File: src/rtl/snake_step_engine.sv
// Snake game step engine: synchronises the slow game tick and advances the snake
// one grid cell per tick, tracking direction, length, score, food and self-collision.
module snake_step_engine #(
   parameter int GRID_W   = 16,
   parameter int GRID_H   = 8,
   parameter int XW       = 4,
   parameter int YW       = 3,
   parameter int MAX_LEN  = 16,
   parameter int INIT_LEN = 3
) (
   input  logic          clk_ht,
   input  logic          rst,
   input  logic          tick_in,
   input  logic          start,
   input  logic [3:0]    dir_btn,
   input  logic [XW-1:0] food_x,
   input  logic [YW-1:0] food_y,
   input  logic [3:0]    body_idx,
   output logic [XW-1:0] body_x,
   output logic [YW-1:0] body_y,
   output logic [XW-1:0] head_x,
   output logic [YW-1:0] head_y,
   output logic [4:0]    length,
   output logic [7:0]    score,
   output logic          step_pulse,
   output logic          eat_pulse,
   output logic          game_over
);

   typedef enum logic [1:0] {S_IDLE, S_RUN, S_OVER} state_t;
   typedef enum logic [1:0] {D_UP, D_DOWN, D_LEFT, D_RIGHT} dir_t;

   localparam logic [XW-1:0] X_MAX    = XW'(GRID_W - 1);
   localparam logic [YW-1:0] Y_MAX    = YW'(GRID_H - 1);
   localparam logic [YW-1:0] Y_INIT   = YW'(GRID_H / 2);
   localparam logic [4:0]    LEN_INIT = 5'(INIT_LEN);
   localparam logic [4:0]    LEN_MAX  = 5'(MAX_LEN);

   state_t        state;
   state_t        state_next;
   dir_t          dir;
   dir_t          pending_dir;
   dir_t          req_dir;
   dir_t          dir_eff;
   logic          req_valid;
   logic          s1;
   logic          s2;
   logic          s3;
   logic          rise;
   logic          do_step;
   logic          do_init;
   logic [XW-1:0] seg_x [MAX_LEN];
   logic [YW-1:0] seg_y [MAX_LEN];
   logic [XW-1:0] next_x;
   logic [YW-1:0] next_y;
   logic          eat;
   logic          collide;
   logic [4:0]    hit_lim;

   function automatic logic [XW-1:0] init_x(input int k);
      return XW'((((GRID_W / 2) - k) % GRID_W + GRID_W) % GRID_W);
   endfunction

   function automatic logic is_opposite(input dir_t a, input dir_t b);
      return (a == D_UP    && b == D_DOWN)  || (a == D_DOWN  && b == D_UP) ||
             (a == D_LEFT  && b == D_RIGHT) || (a == D_RIGHT && b == D_LEFT);
   endfunction

   // The registered rise adds one stage so a step lands three edges after tick_in is sampled.
   always_ff @(posedge clk_ht or posedge rst) begin
      if (rst) begin
         s1   <= 1'b0;
         s2   <= 1'b0;
         s3   <= 1'b0;
         rise <= 1'b0;
      end else begin
         s1   <= tick_in;
         s2   <= s1;
         s3   <= s2;
         rise <= s2 & ~s3;
      end
   end

   always_ff @(posedge clk_ht or posedge rst) begin
      if (rst) state <= S_IDLE;
      else     state <= state_next;
   end

   always_comb begin
      state_next = state;
      do_step    = 1'b0;
      do_init    = 1'b0;
      case (state)
         S_IDLE: begin
            if (start) state_next = S_RUN;
         end
         S_RUN: begin
            if (!start && rise) begin
               do_step = 1'b1;
               if (collide) state_next = S_OVER;
            end
         end
         S_OVER: begin
            if (start) begin
               do_init    = 1'b1;
               state_next = S_RUN;
            end
         end
         default: state_next = S_IDLE;
      endcase
   end

   always_comb begin
      next_x = seg_x[0];
      next_y = seg_y[0];
      case (pending_dir)
         D_UP:    next_y = (seg_y[0] == '0)    ? Y_MAX : seg_y[0] - YW'(1);
         D_DOWN:  next_y = (seg_y[0] == Y_MAX) ? '0    : seg_y[0] + YW'(1);
         D_LEFT:  next_x = (seg_x[0] == '0)    ? X_MAX : seg_x[0] - XW'(1);
         default: next_x = (seg_x[0] == X_MAX) ? '0    : seg_x[0] + XW'(1);
      endcase
   end

   // When eating, the tail stays put, so it counts as an obstacle.
   always_comb begin
      eat     = (next_x == food_x) && (next_y == food_y);
      hit_lim = eat ? (length - 5'd1) : (length - 5'd2);
      collide = 1'b0;
      for (int k = 0; k < MAX_LEN; k++) begin
         if ((5'(k) <= hit_lim) && (seg_x[k] == next_x) && (seg_y[k] == next_y))
            collide = 1'b1;
      end
   end

   always_comb begin
      req_valid = |dir_btn;
      req_dir   = D_RIGHT;
      if (dir_btn[3])      req_dir = D_UP;
      else if (dir_btn[2]) req_dir = D_DOWN;
      else if (dir_btn[1]) req_dir = D_LEFT;
      dir_eff = do_step ? pending_dir : dir;
   end

   always_ff @(posedge clk_ht or posedge rst) begin
      if (rst) begin
         pending_dir <= D_RIGHT;
      end else if (do_init) begin
         pending_dir <= D_RIGHT;
      end else if (req_valid && !is_opposite(req_dir, dir_eff)) begin
         pending_dir <= req_dir;
      end
   end

   always_ff @(posedge clk_ht or posedge rst) begin
      if (rst) begin
         for (int k = 0; k < MAX_LEN; k++) begin
            seg_x[k] <= init_x(k);
            seg_y[k] <= Y_INIT;
         end
         dir        <= D_RIGHT;
         length     <= LEN_INIT;
         score      <= 8'd0;
         step_pulse <= 1'b0;
         eat_pulse  <= 1'b0;
      end else begin
         step_pulse <= 1'b0;
         eat_pulse  <= 1'b0;
         if (do_init) begin
            for (int k = 0; k < MAX_LEN; k++) begin
               seg_x[k] <= init_x(k);
               seg_y[k] <= Y_INIT;
            end
            dir    <= D_RIGHT;
            length <= LEN_INIT;
            score  <= 8'd0;
         end else if (do_step) begin
            step_pulse <= 1'b1;
            if (!collide) begin
               for (int k = MAX_LEN - 1; k > 0; k--) begin
                  seg_x[k] <= seg_x[k-1];
                  seg_y[k] <= seg_y[k-1];
               end
               seg_x[0] <= next_x;
               seg_y[0] <= next_y;
               dir      <= pending_dir;
               if (eat) begin
                  eat_pulse <= 1'b1;
                  if (length < LEN_MAX) length <= length + 5'd1;
                  if (score != 8'hFF)   score  <= score + 8'd1;
               end
            end
         end
      end
   end

   assign head_x    = seg_x[0];
   assign head_y    = seg_y[0];
   assign body_x    = seg_x[body_idx];
   assign body_y    = seg_y[body_idx];
   assign game_over = (state == S_OVER);

endmodule
File: config.mk
export PLATFORM = sky130hd
export DESIGN_NAME = snake_step_engine
export DESIGN_NICKNAME = d
export VERILOG_FILES = /design/src/rtl/snake_step_engine.sv
export SDC_FILE = /design/constraint.sdc
export NUM_CORES = 1
export LEC_CHECK = 0
export CAP_MARGIN = 20
export CORE_MARGIN = 1.5
export CORE_UTILIZATION = 39
export CTS_BUF_LIST = sky130_fd_sc_hd__clkbuf_8 sky130_fd_sc_hd__clkbuf_16
export DETAILED_ROUTE_END_ITERATION = 8
export MAX_ROUTING_LAYER = met4
export PLACE_DENSITY = 0.57
export RECOVER_POWER = 25
export SYNTH_ARGS = -nofsm -noshare
export SYNTH_HDL_FRONTEND = slang
export SYNTH_SLANG_ARGS = --single-unit
File: constraint.sdc
create_clock -name clk_ht -period 5.8 [get_ports clk_ht]
set_input_delay 1.16 -clock clk_ht [delete_from_list [all_inputs] [get_ports clk_ht]]
set_output_delay 1.16 -clock clk_ht [all_outputs]
set_load 0.03 [all_outputs]
Word level (Yosys, flattened, before mapping)
Cells that the tools add are included.

Register bits after elaboration: 137. Input bits: 19. Output and inout port bits: 30. Logic and storage cells: 253.

Add/sub/neg operators: 8. Magnitude comparators: 18. Eq/ne operators: 51. Multiplexer cells: 68. Bitwise gates (word level): 3. Reductions and logical operators: 62.

Operators by type and width (number): $mux W64 (3); $mux W48 (3); $eq A4 B4 Y1 (17); $eq A3 B3 Y1 (17); $le A4 B5 Y1 const A (8); $mux W8 (5); $logic_and A1 B1 Y1 (39); $mux W5 (6); $mux W1 (27); $mux W2 (11); $le A3 B5 Y1 const A (4); $bmux W4 S4 (1); $mux W4 (4); $bmux W3 S4 (1); $eq A2 B2 Y1 const B (6); $mux W3 (4); $le A1 B5 Y1 const A (2); $le A2 B5 Y1 const A (2); $reduce_bool A2 Y1 (5); $add A8 B1 Y8 const B (1); $eq A2 B1 Y1 const B (4); $logic_not A2 Y1 (4); $ne A8 B8 Y1 const B (1); $pmux W4 S2 (1); 27 further kinds (34).

Logic depth before layout (Yosys ltp)
Depth in word-level cells: 28. Depth in mapped cells: 18.

Least setup slack after synthesis
No wires, ideal clock.

Path type: input port to output port. From: input body_idx[0]. To: output body_x[1]. Data arrival time: 3.337 ns. Path slack: 1.303 ns. Cell stages on the path: 4. Path buffers: 2. Path through: clkbuf_1 > buf_1 > mux4_2 > mux4_2.

Word-level cells in the longest chain between the ends: 4.

RTL lines: start, declared (RTL line 18) `input logic [3:0] body_idx,`; $not A4 Y5 (not written as such) (RTL line 198) `assign body_x = seg_x[body_idx];`; $bmux W4 S4 (RTL line 198); $mux W4 (not written as such) (2 in series) (RTL line 198); end, declared (RTL line 19) `output logic [XW-1:0] body_x,`.

Every way passes these cells. The select of a mux whose other input is x is not followed.

Worst setup path after layout
From: register seg_y, in the netlist head_y[0]. To: register seg_x[0] in the netlist's numbering.

Word-level cells in the longest chain between the ends: 27. Elaborated cells between the ends (all ways): 92. Those cells by class: 2 x add/sub; 16 x order compare; 19 x eq/ne; 20 x mux; 35 x reduce/logical.

RTL lines: start, declared (RTL line 53) `logic [YW-1:0] seg_y [MAX_LEN];`; start signal, assigned by index (RTL line 181) `seg_y[k] <= seg_y[k-1];`; $add A3 B1 Y3, or another cell as far along (RTL line 118) `D_DOWN: next_y = (seg_y[0] == Y_MAX) ? '0 : seg_y[0] + YW'(1);`; $mux W3 (on tied branches) (RTL line 118, 117); $pmux W3 S2 (RTL line 116) `case (pending_dir)`; $eq A3 B3 Y1 (RTL line 126) `eat = (next_x == food_x) && (next_y == food_y);`; $logic_and A1 B1 Y1 (RTL line 126); $mux W5 (RTL line 127) `hit_lim = eat ? (length - 5'd1) : (length - 5'd2);`; $le A1 B5 Y1 (RTL line 130) `if ((5'(k) <= hit_lim) && (seg_x[k] == next_x) && (seg_y[k] == next_y))`; $logic_and A1 B1 Y1 (2 in series) (RTL line 130); $mux W1 (15 in series) (RTL line 130); $mux W1 (*) (RTL line 130); $ne A2 B2 Y1 (no line) (*); $reduce_and A2 Y1 (no line) (*); end signal, assigned by index (RTL line 157) `seg_x[k] <= init_x(k);`; end signal, assigned by index (RTL line 170) `seg_x[k] <= init_x(k);`; end signal, assigned by index (RTL line 180) `seg_x[k] <= seg_x[k-1];`; end, declared (RTL line 52) `logic [XW-1:0] seg_x [MAX_LEN];`.

Every way passes the cells marked *; elsewhere a longest branch is shown, timed or not. A chain may end at the register's enable or synchronous reset.

==> impl_metrics.env <==
export IMPL_outcome="finished, violations left"
export IMPL_violations_in_the_final_reports="max-capacitance violations, max-slew violations"
export IMPL_grt_overflow=0
export IMPL_holdBufCountCts=0
export IMPL_global_route_wire_length_before_repair_um=40000
export IMPL_clk_pin_slew_ns=0.07
export IMPL_antenna_diode_count=0
export IMPL_ys_warnings_count=0
export IMPL_syn_to_final_growth_pct=14.9
export IMPL_mappedNetlistNets=946
export IMPL_cts_resized=0
export IMPL_yosysSeqAreaShare_pct=38.8
export IMPL_timing_worst_slew_pin_value_ns=2.10
export IMPL_io_buffer_count=48
export IMPL_totalPowerFinal_w=0.00583
export IMPL_grt_usage_pct=22.4
export IMPL_std_cell_rows=55
export IMPL_rsz0062_at_grt="no"
export IMPL_drt_total_wl_um=24900
export IMPL_synth_most_common_cell="sky130_fd_sc_hd__nand2_1"
export IMPL_xor_xnor_share_of_the_synthesized_area_pct=11.7
export IMPL_clkSinkCount=137
export IMPL_ctsLongestPathBuffers=2
export IMPL_p_leak_nw=4.14
export IMPL_detail_route_drc_violations=0
export IMPL_cts_max_level=4
export IMPL_drive_gt1_share_pct=17.8
export IMPL_worstPathRequired_ns=6.14
export IMPL_power_density_cell_area_nw_per_um2=563
export IMPL_cts_setup_buffers=0
export IMPL_setup_worst_path_start_class="flop"
export IMPL_hold_path_class="flop to flop"
export IMPL_antenna_left=0
export IMPL_average_cell_area_after_synthesis_um2=9.85
export IMPL_max_fanout_on_critical_path=64
export IMPL_ir_worst_vdd_v=0.000213
export IMPL_slew_limit_headroom_pct=-41.0
export IMPL_final_hold_worst_slack_ns=0.366
export IMPL_worst_setup_path_end_kind="flop"
export IMPL_clock_tree_from_tritoncts="done"
export IMPL_clk_root_buffer_cell="sky130_fd_sc_hd__clkbuf_16"
export IMPL_synth_fa_ha_area_share_pct=1.67
export IMPL_floorplan_core_area_um2=22600
export IMPL_async_flop_share_pct=100
export IMPL_yosys_area_top_type_share_pct=23.1
export IMPL_pin_count_of_the_biggest_net_entering_global_routing=65
export IMPL_wl_per_cell_um=20.1
export IMPL_synth_top_family_by_area="simple AND/OR/NAND/NOR gates"
export IMPL_postLayoutCoreUtil_pct=45.7
export IMPL_dominantRegCellSynth="sky130_fd_sc_hd__dfrtp_1"
export IMPL_post_layout_min_period_ns=5.12
export IMPL_synth_seq_cells=137
export IMPL_max_cap_violations=2
export IMPL_max_freq_mhz=195
export IMPL_synth_cell_types=67
export IMPL_setup_worst_path_class="flop to flop"
export IMPL_post_route_period_util_pct=88.3
export IMPL_nets=971
export IMPL_synthTopCellsByArea="sky130_fd_sc_hd__dfrtp_1 23%, sky130_fd_sc_hd__dfstp_2 16%, sky130_fd_sc_hd__mux4_2 8.7%"
export IMPL_fraction_of_synthesized_area_in_multiplexers_pct=16.1
export IMPL_timing_max_transition_violations_final=83
export IMPL_place_congestion=0.902
export IMPL_antenna_found_initial=0
export IMPL_crit_arrival_ns=5.46
export IMPL_cts_inserted_buffers=17
export IMPL_finalClockSkew_ns=0.0122
export IMPL_yosysTopAreaCell="sky130_fd_sc_hd__dfrtp_1"
export IMPL_synth_cells=915
export IMPL_die_span_in_x_um=155
export IMPL_floorplan_initialDensity_pct=39.8
export IMPL_clk_latency_ns=0.43
export IMPL_synth_edf_count=0
export IMPL_via_count=6946
export IMPL_post_layout_nonfiller_instances=1238
export IMPL_placed_cells=1206
export IMPL_hold_violations_final=0
export IMPL_post_synth_and_or_nand_nor_area_fraction_pct=16.8
export IMPL_drt_pre_antenna_iters=5
export IMPL_synth_area_um2=9010
export IMPL_die_area_um2=24000
export IMPL_grt_pass1_vias=6749
export IMPL_netlist_top_cells_count="123 x sky130_fd_sc_hd__nand2_1, 83 x sky130_fd_sc_hd__dfrtp_1, 79 x sky130_fd_sc_hd__o21ai_0, 73 x sky130_fd_sc_hd__nor2_1, 64 x sky130_fd_sc_hd__mux2i_1"
export IMPL_avgViaCountPerCell=5.61
export IMPL_count_of_final_setup_violators=0
export IMPL_die_h_um=155
export IMPL_initialDrtViolationCount=444
export IMPL_fin_setup_tns_ns=0
export IMPL_io_pins=49
export IMPL_dpl_hpwl_um=17600
export IMPL_synth_compound_area_share_pct=10.2
## path summary, 6_finish.rpt
path	to	startpoint	slack, ns	depth (start not counted)
setup / recovery	seg_x[0]	head_y[0]	0.68	15
hold / removal	s2	s1	0.37	0
setup reg to reg	seg_x[0]	head_y[0]	0.68	15
hold reg to reg	s2	s1	0.37	0
max in group asynchronous	eat_pulse	rst	1.41	3
min in group asynchronous	seg_y[6]	rst	1.73	2
## flip-flops by register name (all words and copies together), names as in the netlist, 3 cells and up
signal and flops:
seg_x 60, score 8, length 5, head_y 3, head_x 4, seg_y 45
## per-layer routing
| metal | routed length, um | vias to the layer above | GRT usage [%] |
|---|---|---|---|
| met1 | 11500 | 3485 | 30.1 |
| met3 | 1140 | 35 | 3.96 |
| li1 | - | 3271 | - |
| met2 | 11900 | 155 | 34.7 |
| met4 | 423 | 0 | 6.41 |
| met5 | 0 | - | - |
## layout make-up
cell class,count,area (um^2)
fill,2136,12300
multi-input combinational,690,5120
sequential,137,3500
timing repair buffer,74,729
clock buffer,18,439
tap,285,357
clock inverter,14,139
inverter,20,76.3
## layout by cell type (no fill, tap or decap), types with 3 or more instances in the layout
| cell | synthesis | layout |
|---|---|---|
| sky130_fd_sc_hd__nand2_1 | 123 | 122 |
| sky130_fd_sc_hd__dfrtp_1 | 83 | 83 |
| sky130_fd_sc_hd__o21ai_0 | 79 | 79 |
| sky130_fd_sc_hd__nor2_1 | 73 | 73 |
| sky130_fd_sc_hd__mux2i_1 | 64 | 64 |
| sky130_fd_sc_hd__dfstp_2 | 54 | 54 |
| sky130_fd_sc_hd__xnor2_1 | 52 | 52 |
| sky130_fd_sc_hd__xor2_1 | 48 | 48 |
| sky130_fd_sc_hd__clkdlybuf4s50_1 | 0 | 44 |
| sky130_fd_sc_hd__mux4_2 | 35 | 35 |
| sky130_fd_sc_hd__a21oi_1 | 28 | 28 |
| sky130_fd_sc_hd__nand3_1 | 24 | 24 |
| sky130_fd_sc_hd__buf_4 | 15 | 20 |
| sky130_fd_sc_hd__inv_1 | 19 | 18 |
| sky130_fd_sc_hd__nor3_1 | 18 | 18 |
| sky130_fd_sc_hd__clkbuf_16 | 0 | 17 |
| sky130_fd_sc_hd__nor4_1 | 13 | 13 |
| sky130_fd_sc_hd__nand4_1 | 12 | 12 |
| sky130_fd_sc_hd__ha_1 | 12 | 12 |
| sky130_fd_sc_hd__and3_1 | 11 | 11 |
| sky130_fd_sc_hd__or3_1 | 11 | 11 |
| sky130_fd_sc_hd__o211ai_1 | 7 | 7 |
| sky130_fd_sc_hd__xnor3_1 | 6 | 6 |
| sky130_fd_sc_hd__nor2b_1 | 5 | 5 |
| sky130_fd_sc_hd__inv_6 | 0 | 5 |
| sky130_fd_sc_hd__buf_12 | 0 | 5 |
| sky130_fd_sc_hd__nand2b_1 | 4 | 4 |
| sky130_fd_sc_hd__a211oi_1 | 5 | 4 |
| sky130_fd_sc_hd__o22ai_1 | 3 | 3 |
| sky130_fd_sc_hd__nand3b_1 | 3 | 3 |
| sky130_fd_sc_hd__and2_1 | 4 | 3 |
| sky130_fd_sc_hd__or4_1 | 3 | 3 |
| sky130_fd_sc_hd__o21a_1 | 3 | 3 |
| sky130_fd_sc_hd__clkinvlp_4 | 0 | 3 |
| sky130_fd_sc_hd__clkinv_4 | 0 | 3 |
| sky130_fd_sc_hd__dlygate4sd3_1 | 0 | 3 |
## power breakdown
group	leakage (nW)	switching [W]	internal, W
Sequential	1.66	0.000459	0.00139
Combinational	2.21	0.00163	0.00126
Clock	0.276	0.000479	0.000612
## cell families after synthesis
logic type               Yosys count
AO/OA/AOI/OAI                    152
flip-flops                       137
AND/OR/NAND/NOR                  318
XOR/XNOR                         108
adder cells (fa/ha/maj)           12
multiplexers                     100
buffers and inverters             88
## worst max-delay path: stages, from the launching register on
cell and delay (ns):
sky130_fd_sc_hd__dfrtp_1 0.56, sky130_fd_sc_hd__inv_1 0.13, sky130_fd_sc_hd__ha_1 0.26, sky130_fd_sc_hd__nand2b_1 0.09, sky130_fd_sc_hd__and3_1 0.47, sky130_fd_sc_hd__or3_1 0.20
sky130_fd_sc_hd__nand4_1 0.16, sky130_fd_sc_hd__nor4_4 0.69, sky130_fd_sc_hd__mux2i_1 0.45, sky130_fd_sc_hd__a22oi_1 0.18, sky130_fd_sc_hd__a211oi_2 0.25, sky130_fd_sc_hd__o2111ai_2 0.39
sky130_fd_sc_hd__nor2_4 0.56, sky130_fd_sc_hd__buf_12 0.31, sky130_fd_sc_hd__mux2i_1 0.22, sky130_fd_sc_hd__nand2_1 0.07
## stage by stage
| stage | worst slack [ns] | cell area [um^2] |
|---|---|---|
| 2_1_floorplan | 1.06 | 9010 |
| 3_3_place_gp | 0.747 | 9780 |
| 3_5_place_dp | 0.642 | 9780 |
| 4_1_cts | 0.671 | 10400 |
| 5_1_grt | 0.241 | 10400 |
| 6_report | 0.680 | 10400 |
(Power assumes the default switching activity.)
==> variant, RTL diff (same settings) <==
Reset style: synchronous (`rst`), changed in 4 clocked blocks.
--- a/src/rtl/snake_step_engine.sv
+++ b/src/rtl/snake_step_engine.sv
@@ -68,5 +68,5 @@
 
    // The registered rise adds one stage so a step lands three edges after tick_in is sampled.
-   always_ff @(posedge clk_ht or posedge rst) begin
+   always_ff @(posedge clk_ht) begin
       if (rst) begin
          s1   <= 1'b0;
@@ -82,5 +82,5 @@
    end
 
-   always_ff @(posedge clk_ht or posedge rst) begin
+   always_ff @(posedge clk_ht) begin
       if (rst) state <= S_IDLE;
       else     state <= state_next;
@@ -142,5 +142,5 @@
    end
 
-   always_ff @(posedge clk_ht or posedge rst) begin
+   always_ff @(posedge clk_ht) begin
       if (rst) begin
          pending_dir <= D_RIGHT;
@@ -152,5 +152,5 @@
    end
 
-   always_ff @(posedge clk_ht or posedge rst) begin
+   always_ff @(posedge clk_ht) begin
       if (rst) begin
          for (int k = 0; k < MAX_LEN; k++) begin
Formal check against the unedited RTL: not equivalent (a bounded check fails within 10 cycles, from zero or initial values and one cycle with rst high; the reset may be asserted at any time).
==> variant against the unedited design <==
  * The run still ends with capacitance limit, slew limit left
  * Critical endpoint is now body_y[2]
  * Synthesized area increased by 1.2%
  * Register-to-register slack improved by 0.10 ns
  * Setup slack got worse by 0.24 ns
  * Worst hold slack improved by 0.020 ns
  * Largest cell class unchanged
  * Sequential cell count unchanged
  * Critical path type is now input port to output port
  * Cell area increased by 2.4%
  * Routed wire length increased by 8.2%
Power is not compared: it rests on default switching activity, and its combinational part moved more than twofold at a synthesized area within 25%.
==> variant: results (changes against the unedited design) <==
* Synth Area in Compound Gates at 0.109 (+0.00689)
* Crit-path slowest cell: clkbuf_2
* Failing checks: capacitance limit, slew limit
* GPL Wtd Cong at 0.864 (-4.3%)
* Vias in the first global route at 6946 (+2.9%)
* Max-slew violations at 53 (-36%)
* First-pass GRT wire length at 41900 um (+4.9%)
* Final net count at 988 (+1.8%)
* HPWL Detailed at 18800 um (+6.7%)
* Async SR Flop Fraction at 0 (-1.00)
* Synth top cells by count: nor2_1, dfxtp_1, xnor2_1
* Total global-route track usage at 0.236 (+0.0120)
* Crit Path Max Fanout at 28 (-56%)
* Layout fillers at 2169 (+1.5%)
* Hold worst-path end: rise
* Via Count at 7332 (+5.6%)
* Area contributors post-synth: edfxtp_1, dfxtp_1, mux4_2
* Largest net degree at the start of global routing at 57 (-12%)
* CP peak stage delay at 0.73 ns (+0.04 ns)
* Routed Wire Length at 27000 um (+8.2%)
* R2r setup slk at 0.78 ns (+0.10 ns)
* Synth Area in XOR/XNOR at 0.126 (+0.00919)
* Initial DRC count at 741 (+67%)
* WP data arrival at 4.20 ns (-1.26 ns)
* Sequential cell area fraction in the yosys report at 0.370 (-0.0180)
* Biggest regs: seg_x (64), seg_y (48), score (8)
* Post-synthesis adder-cell area fraction at 0.0165 (-0.000197)
* Share of layout cells above drive strength 1 at 0.137 (-0.0411)
* Worst relative slew slack at -0.658 (-0.248)
* Hold Path Stages at 1 (+1)
* Hold_sp: s3
* Mux contribution to synthesized area at 0.130 (-0.0309)
* Number of library cell types mapped by synthesis at 75 (+12%)
* Post-Syn Nets at 956 (+1.1%)
* Status: finished, violations left
* R2R Path End: seg_x[0][3]
* MaxCap Viol Count at 1 (-1)
==> variant: cell types whose count changed in the layout (fill, tap and decap cells not counted), sizes merged, moves of 25 or more <==
cell and change:
nand2 -66, clkdlybuf4s50 -26, dfrtp -83, dfxtp +74, mux2i -30, nor2b +31, edfxtp +63, dfstp -54
dlygate4sd3 +25, and2 +26, o21ai -60
==> variant: cell families (layout without fill, tap and decap cells) <==
group	Yosys count	count (layout)
AND/OR/NAND/NOR	352	352
AO/OA/AOI/OAI	140	140
flip-flops	137	137
XOR/XNOR	118	118
buffers and inverters	92	136
multiplexers	74	74
adder cells (fa/ha/maj)	12	12
==> variant: critical path: cells and delay by family <==
kind | cells | cell delay (ns)
buf+inv | 3 | 1.80
mux | 2 | 1.20
==> variant: routing by layer <==
layer / global-route usage / vias to the layer above / wire [um]
li1: - / 3395 / -
met1: 0.323 / 3646 / 12100
met2: 0.359 / 249 / 12800
met3: 0.0342 / 42 / 1500
met4: 0.0780 / 0 / 560
met5: - / - / 0
==> variant: worst max path at each step <==
stage | from | end | slack [ns] | cells after the start
after floorplan | seg_y[0][1] | seg_x[0][0] | 0.43 | 17
after global placement | body_idx[1] | body_x[0] | 0.85 | 5
after detailed placement | food_x[2] | seg_x[3][0] | 0.81 | 12
after CTS | body_idx[1] | body_y[2] | 0.82 | 5
after global routing | body_idx[1] | body_y[2] | 0.44 | 5
final | body_idx[1] | body_y[2] | 0.44 | 5
==> variant: per-stage QoR <==
stage	cells	utilization	setup WS (ns)	instance area, sq um	hold slack (ns)
2_1_floorplan	925	-	0.426	9120	0.367
3_3_place_gp	1251	0.438	0.846	9980	0.375
3_5_place_dp	1251	0.438	0.814	9980	0.384
4_1_cts	1282	0.466	0.821	10600	0.390
5_1_grt	1282	0.466	0.440	10600	0.403
6_report	1282	0.466	0.445	10600	0.387
==> variant: power groups by stage <==
stage / combinational, mW / sequential (mW) / clock, mW
finish: 0.367 / 1.04 / 1.21
global route: 0.392 / 1.05 / 1.27
CTS: 0.371 / 1.04 / 1.23
detailed placement: 0.368 / 1.06 / 0
global placement: 0.365 / 1.06 / 0
floorplan: 0.248 / 1.06 / 0
==> variant: final cells by class <==
type / instances / area share
tap: 313 / 0.0369
multi-input combinational: 696 / 0.505
timing repair buffer: 82 / 0.0709
clock inverter: 14 / 0.0208
sequential: 137 / 0.318
inverter: 23 / 0.00814
clock buffer: 17 / 0.0401
